<file path="src/rtl/aes_pkg.sv">
// aes_pkg: ShiftRows mode encodings, per-row shift offsets and block-width check.
package aes_pkg;

   localparam logic [1:0] SR_FWD = 2'b00;
   localparam logic [1:0] SR_INV = 2'b01;
   localparam logic [1:0] SR_BYP = 2'b10;
   localparam logic [1:0] SR_RSV = 2'b11;

   // Rijndael widens the row-2/row-3 shifts only for 256-bit blocks.
   function automatic int sr_offset(input int nb, input int row);
      if (row == 0) return 0;
      if (nb == 8 && row >= 2) return row + 1;
      return row;
   endfunction

   function automatic bit nb_legal(input int nb);
      return nb == 4 || nb == 6 || nb == 8;
   endfunction

endpackage

</file>
<file path="src/rtl/rijndael_shiftrows_perm.sv">
// rijndael_shiftrows_perm: combinational ShiftRows / InvShiftRows / bypass byte permutation.
module rijndael_shiftrows_perm
   import aes_pkg::*;
#(
   parameter int NB = 4
) (
   input  logic [32*NB-1:0] data,
   input  logic [1:0]       mode,
   output logic [32*NB-1:0] perm
);

   localparam int W = 32*NB;

   // Byte k is s(k%4, k/4); the inverse source adds NB before the modulo so NB=6 wraps correctly.
   for (genvar k = 0; k < 4*NB; k++) begin : g_byte
      localparam int R = k % 4;
      localparam int C = k / 4;
      localparam int F = 4*((C + sr_offset(NB, R)) % NB) + R;
      localparam int I = 4*((C + NB - sr_offset(NB, R)) % NB) + R;
      assign perm[W-1-8*k -: 8] = mode == SR_FWD ? data[W-1-8*F -: 8] :
                                  mode == SR_INV ? data[W-1-8*I -: 8] :
                                                   data[W-1-8*k -: 8];
   end

endmodule

</file>
<file path="src/rtl/aes_shiftrows_pipe.sv">
// aes_shiftrows_pipe: registered ShiftRows stage with valid/ready handshake.
// Define AES_SHIFTROWS_SKID_EN to add a one-entry skid buffer and a registered in_ready.
module aes_shiftrows_pipe
   import aes_pkg::*;
#(
   parameter int NB    = 4,
   parameter int TAG_W = 4
) (
   input  logic              clk,
   input  logic              rst_n,
   input  logic              in_valid,
   output logic              in_ready,
   input  logic [32*NB-1:0]  in_data,
   input  logic [1:0]        in_mode,
   input  logic [TAG_W-1:0]  in_tag,
   output logic              out_valid,
   input  logic              out_ready,
   output logic [32*NB-1:0]  out_data,
   output logic [TAG_W-1:0]  out_tag,
   output logic              out_err
);

   localparam int W = 32*NB;

   if (!nb_legal(NB)) begin : g_bad_nb
      $error("aes_shiftrows_pipe: NB must be 4, 6 or 8");
   end

   logic [W-1:0] perm;
   logic         err;

   rijndael_shiftrows_perm #(.NB(NB)) u_perm (
      .data(in_data),
      .mode(in_mode),
      .perm(perm)
   );

   assign err = in_mode == SR_RSV;

`ifdef AES_SHIFTROWS_SKID_EN
   logic [W-1:0]     skid_data;
   logic [TAG_W-1:0] skid_tag;
   logic             skid_err;
   logic             skid_full;
   logic             load;

   assign in_ready = !skid_full;
   assign load     = !out_valid || out_ready;

   // While the skid holds a beat in_ready is low, so a free output slot always takes the skid first.
   always_ff @(posedge clk or negedge rst_n) begin
      if (!rst_n) begin
         out_valid <= 1'b0;
         out_data  <= '0;
         out_tag   <= '0;
         out_err   <= 1'b0;
         skid_full <= 1'b0;
         skid_data <= '0;
         skid_tag  <= '0;
         skid_err  <= 1'b0;
      end else if (load) begin
         out_valid <= skid_full || in_valid;
         skid_full <= 1'b0;
         if (skid_full || in_valid) begin
            out_data <= skid_full ? skid_data : perm;
            out_tag  <= skid_full ? skid_tag : in_tag;
            out_err  <= skid_full ? skid_err : err;
         end
      end else if (in_valid && !skid_full) begin
         skid_full <= 1'b1;
         skid_data <= perm;
         skid_tag  <= in_tag;
         skid_err  <= err;
      end
   end
`else
   assign in_ready = !out_valid || out_ready;

   always_ff @(posedge clk or negedge rst_n) begin
      if (!rst_n) begin
         out_valid <= 1'b0;
         out_data  <= '0;
         out_tag   <= '0;
         out_err   <= 1'b0;
      end else if (in_ready) begin
         out_valid <= in_valid;
         if (in_valid) begin
            out_data <= perm;
            out_tag  <= in_tag;
            out_err  <= err;
         end
      end
   end
`endif

endmodule

</file>
<file path="config.mk">
export PLATFORM = sky130hd
export DESIGN_NAME = aes_shiftrows_pipe
export DESIGN_NICKNAME = d
export VERILOG_FILES = /design/src/rtl/aes_pkg.sv /design/src/rtl/rijndael_shiftrows_perm.sv /design/src/rtl/aes_shiftrows_pipe.sv
export SDC_FILE = /design/constraint.sdc
export NUM_CORES = 1
export LEC_CHECK = 0
export ABC_AREA = 1
export CORE_MARGIN = 4
export CORE_UTILIZATION = 47
export DETAILED_ROUTE_END_ITERATION = 10
export HOLD_SLACK_MARGIN = 0.1
export PLACE_DENSITY = 0.94
export SLEW_MARGIN = 15
export SYNTH_ARGS = -nofsm -noshare
export SYNTH_HDL_FRONTEND = slang
export SYNTH_SLANG_ARGS = --single-unit
</file>
<file path="constraint.sdc">
create_clock -name clk -period 1.65 [get_ports clk]
set_input_delay 0.165 -clock clk [delete_from_list [all_inputs] [get_ports clk]]
set_output_delay 0.165 -clock clk [all_outputs]
set_load 0.02 [all_outputs]
</file>
[Word level (Yosys, flattened, before mapping)]
Index checks and enable logic that the tools add are counted.
W data, S select, Z words.
Cells by class
  add/sub/neg operators: 0
  equal/unequal tests: 2
  bitwise logic cells: 0
  reduce and logical (&&, ||, !) cells: 4
  div/mod/pow operators: 0
  order comparisons: 0
  muxes and demuxes: 24
  shift-type cells: 0
  multiply operators: 0
Operator list (count)
  $mux W8: 24
  $eq A2 B1 Y1 const B: 1
  $eq A2 B2 Y1 const B: 1
  $logic_not A2 Y1: 1
  $reduce_and A2 Y1: 1
  $logic_not A1 Y1: 1
  $logic_or A1 B1 Y1: 1
Storage, ports and cells
  memories: 0
  output and inout port bits: 135
  bits in latches: 0
  input port bits: 138
  logic and storage cells: 34
  memory bits (read-only): 0
  bits in writable memories: 0
  register bits: 134

[Longest topological paths before layout]
  depth after elaboration: 3
  depth in mapped cells: 8
  gate-level depth less buffers: 6

[Cells and area by module]
From an unflattened synthesis, not the netlist that was laid out.
Unflattened totals
  cell total of the unflattened synthesis: 986
  area total of the unflattened synthesis: 7166.9 um2
Modules (own cells, without submodules)
  aes_shiftrows_pipe: area each 5268.8 um2, sequential area each 3353.2 um2, instances 1, cells each 582
  rijndael_shiftrows_perm: area each 1898.1 um2, sequential area each 0.0 um2, instances 1, cells each 404

[Worst setup path after synthesis]
Ideal clock, no wire load.
  path type: register -> register
  start: register out_valid
  end: register out_data[53]
  path slack: 0.290 ns
  period minus slack after synthesis: 1.360 ns
  setup time: 0.117 ns
  path buffers: 2
  arrival time: 1.243 ns
  cell stages (with the launch flop): 8
  required time: 1.533 ns
  path through: dfrtp_1 -> nand2_2 -> nand2_2 -> inv_2 -> buf_4 -> buf_2 -> nand2_1 -> nand2_1
On the way
  longest elaborated chain between the ends: 3
RTL lines
  start, declared: RTL line aes_shiftrows_pipe.sv:16  | output logic out_valid,
  start signal, assigned: RTL line aes_shiftrows_pipe.sv:86  | out_valid <= in_valid;
  $logic_not A1 Y1: RTL line aes_shiftrows_pipe.sv:77  | assign in_ready = !out_valid || out_ready;
  $logic_or A1 B1 Y1: RTL line aes_shiftrows_pipe.sv:77
  net in_ready: RTL line aes_shiftrows_pipe.sv:12  | output logic in_ready,
  $reduce_and A2 Y1 (no line)
  end signal, assigned: RTL line aes_shiftrows_pipe.sv:88  | out_data <= perm;
  end, declared: RTL line aes_shiftrows_pipe.sv:18  | output logic [32*NB-1:0] out_data,
The timed path passes the listed nets, and every way through them passes these cells.
A chain may end at the register's enable or synchronous reset.

[Worst setup path in the final report]
  start: register out_data[38]
  end: output out_data[38]
No word-level cell between the ends.

==> out/qor.txt <==
outcome: finished clean
largest net degree at the start of global routing: 78
clk root buf: clkbuf_16
CP max stage cell: clkdlybuf4s50_1
Initial Util: 0.481
Reg clk slew, reported paths: 0.06 ns
Syn Area/Cell: 7.12 sq um
worst vdd ir: 0.766 mV
Power per Cell Area: 1110 nW/um^2
number of flops mapped to enable cells by yosys: 0
Max Root-Sink Buffers: 2
DP Wirelength: 15,300 microns
TritonCTS clock tree: yes
layout cells sized above 1: 0.0450
via/cell ratio: 5.23
Post-synth top flop: dfrtp_1
first drt pass iteration count: 5
clk sinks: 134
Die W: 127 microns
CP required: 1.48 ns
dpl ws: 0.127 ns
WL/cell: 15.7 microns
Area growth, synth to finish: 52.7%
cell count after placement: 1,346
DRT antenna net count: 0
Yosys reg bits: 134
Setup crit start kind: flip-flop
wirelength, routed: 21,700 microns
setup violators final: 0
Synth Warn #: 0
Ant. Diodes: 0
clk_lat worst skew: 0.41 ns
placed inst area: 9570 sq um
sequential element share of the synthesized area: 0.502
Mapped Area: 6680 sq um
Layout Cells excl Fill: 1,379
cell family with most CP delay: buffers and inverters
Static Leak: 5.08 nW
CP Max Fanout: 2
Hold WS: 0.175 ns
Synth area leaders: dfrtp_1 (50%), nand2_1 (31%), nand3_1 (9.6%)
setup_tns: 0 ns
Post-CTS Setup Inserts: 0
row count: 43
GRT Total Usage: 0.271
crit-path cells: clkdlybuf4s50_1
initial antenna violation count: 0
htree depth: 4
final hold violation count: 0
crit path DAT: 1.44 ns
vias in the first global route: 7,017
Worst Clk Skew: 0.00566 ns
first-pass GRT wire length: 35,300 microns
Final Critical Period: 1.61 ns
fmax: 0.622 GHz
I/O pins: 273
MaxCap Viol Count: 0
Crit Path Category: flip-flop to output port
max-slew violation count: 0
routability cong.: 0.839
Nets: 1,324
Iteration-0 DRC Markers: 585
relative slew slack: 0.676
Num CTS Buffers: 17
die span in y: 127 microns
crit path buf inv count: 1
count leader, synth: nand2_1
Slew @ Worst Pin: 0.486 ns
Port Buffers: 272
Max stage delay on crit path: 0.67 ns
RSZ-0062 raised after global routing: no
top-area cell type share of the netlist area: 0.502
total number of vias: 7,216
most common library cells after synthesis: nand2_1 (559), dfrtp_1 (134), nand3_1 (128), o21ai_0 (25), buf_2 (23)
Worst Hold Class: input pin to flip-flop
Final Cycle Share: 0.975
design area: 10,200 sq um
Mapped Nets: 1,076
Core Region: 13,900 sq um
Async SR Flop Fraction: 1.00
Critical Path End Type: output port
# DRC: 0
post-synthesis cell type count: 13
Synth area leader: dfrtp_1
grt total ovfl: 0
Die Area: 16,200 sq um
Post-Synthesis Cells: 938
setup ws final: 0.0417 ns
power by group:
part | switching [mW] | leakage (nW) | internal (mW)
Sequential | 0.279 | 1.66 | 3.78
Clock | 1.38 | 0.305 | 2.60
Combinational | 1.76 | 3.11 | 1.51
Total | 3.42 | 5.08 | 7.89
path summary, 6_finish.rpt:
path,start,endpoint,slack [ns],cells after the start
max,out_data[38]$_DFFE_PN0P_,out_data[38],0.04,1
min,in_mode[1],out_err$_DFFE_PN0P_,0.17,3
max reg2reg,out_valid$_DFFE_PN0P_,out_data[100]$_DFFE_PN0P_,0.45,6
min reg2reg,out_data[123]$_DFFE_PN0P_,out_data[123]$_DFFE_PN0P_,0.48,2
max in group asynchronous,rst_n,out_data[66]$_DFFE_PN0P_,0.88,3
min in group asynchronous,rst_n,out_tag[2]$_DFFE_PN0P_,0.19,2
worst reg2reg max path, cell delays in order, from the launching register on:
cell	delay, ns
dfrtp_1	0.39
nand2_2	0.11
nand2_4	0.09
inv_4	0.12
buf_4	0.25
nand2_1	0.09
nand2_1	0.09
layout make-up:
class | instances | area [sq um]
Clock inverter | 9 | 149
Timing Repair Buffer | 291 | 3000
Tap cell | 180 | 225
Inverter | 19 | 73.8
Fill cell | 1020 | 3680
Clock buffer | 23 | 468
Multi-Input combinational cell | 723 | 2930
Sequential cell | 134 | 3350
layout by cell type (no fill, tap or decap):
cell type and count:
inv_2 1, clkbuf_1 4, dlygate4sd3_1 1, bufinv_16 4, nand3_1 128, nand2_2 1, buf_2 1, nand2_4 1
dfrtp_1 134, dlymetal6s2s_1 1, inv_4 1, buf_12 11, buf_6 1, clkinv_2 4, inv_1 17, dlygate4sd2_1 1
buf_4 8, clkinv_4 1, o21ai_0 25, o21ai_1 8, nor2_4 1, clkbuf_16 17, clkdlybuf4s50_1 267, clkbuf_8 2
nand2_1 559
metal layers:
layer	GRT usage	share of wire
met1	0.332	0.38
met2	0.442	0.48
met3	0.0782	0.089
met4	0.128	0.050
met5	0	0
logic make-up (layout without fill, tap and decap cells):
| family | Yosys count | in the layout | share of synthesized area |
|---|---|---|---|
| AND/OR/NAND/NOR | 690 | 690 | 0.413 |
| flip-flops | 134 | 134 | 0.502 |
| buffers and inverters | 81 | 342 | 0.0599 |
| AO/OA/AOI/OAI | 33 | 33 | 0.0247 |
metrics by stage:
stage | utilization | total power [mW]
after floorplan | - | 5.57
after global placement | 0.690 | 7.29
after detailed placement | 0.690 | 7.37
after CTS | 0.735 | 11.4
after global routing | 0.735 | 11.8
final | 0.735 | 11.3
registers in the layout, summed over array words and instances (netlist names):
| register | cells |
|---|---|
| out_data | 128 |
| out_err | 1 |
| out_tag | 4 |
| out_valid | 1 |
what timing repair did:
action | in CTS | in global routing
cloned | 0 | 0
setup endpoints to repair | 1 | 1
resized for setup | 1 | 1
hold buffers | 1 | 0
hold endpoints to repair | 134 | 0
No activity file was read; power rests on OpenSTA's default activity.
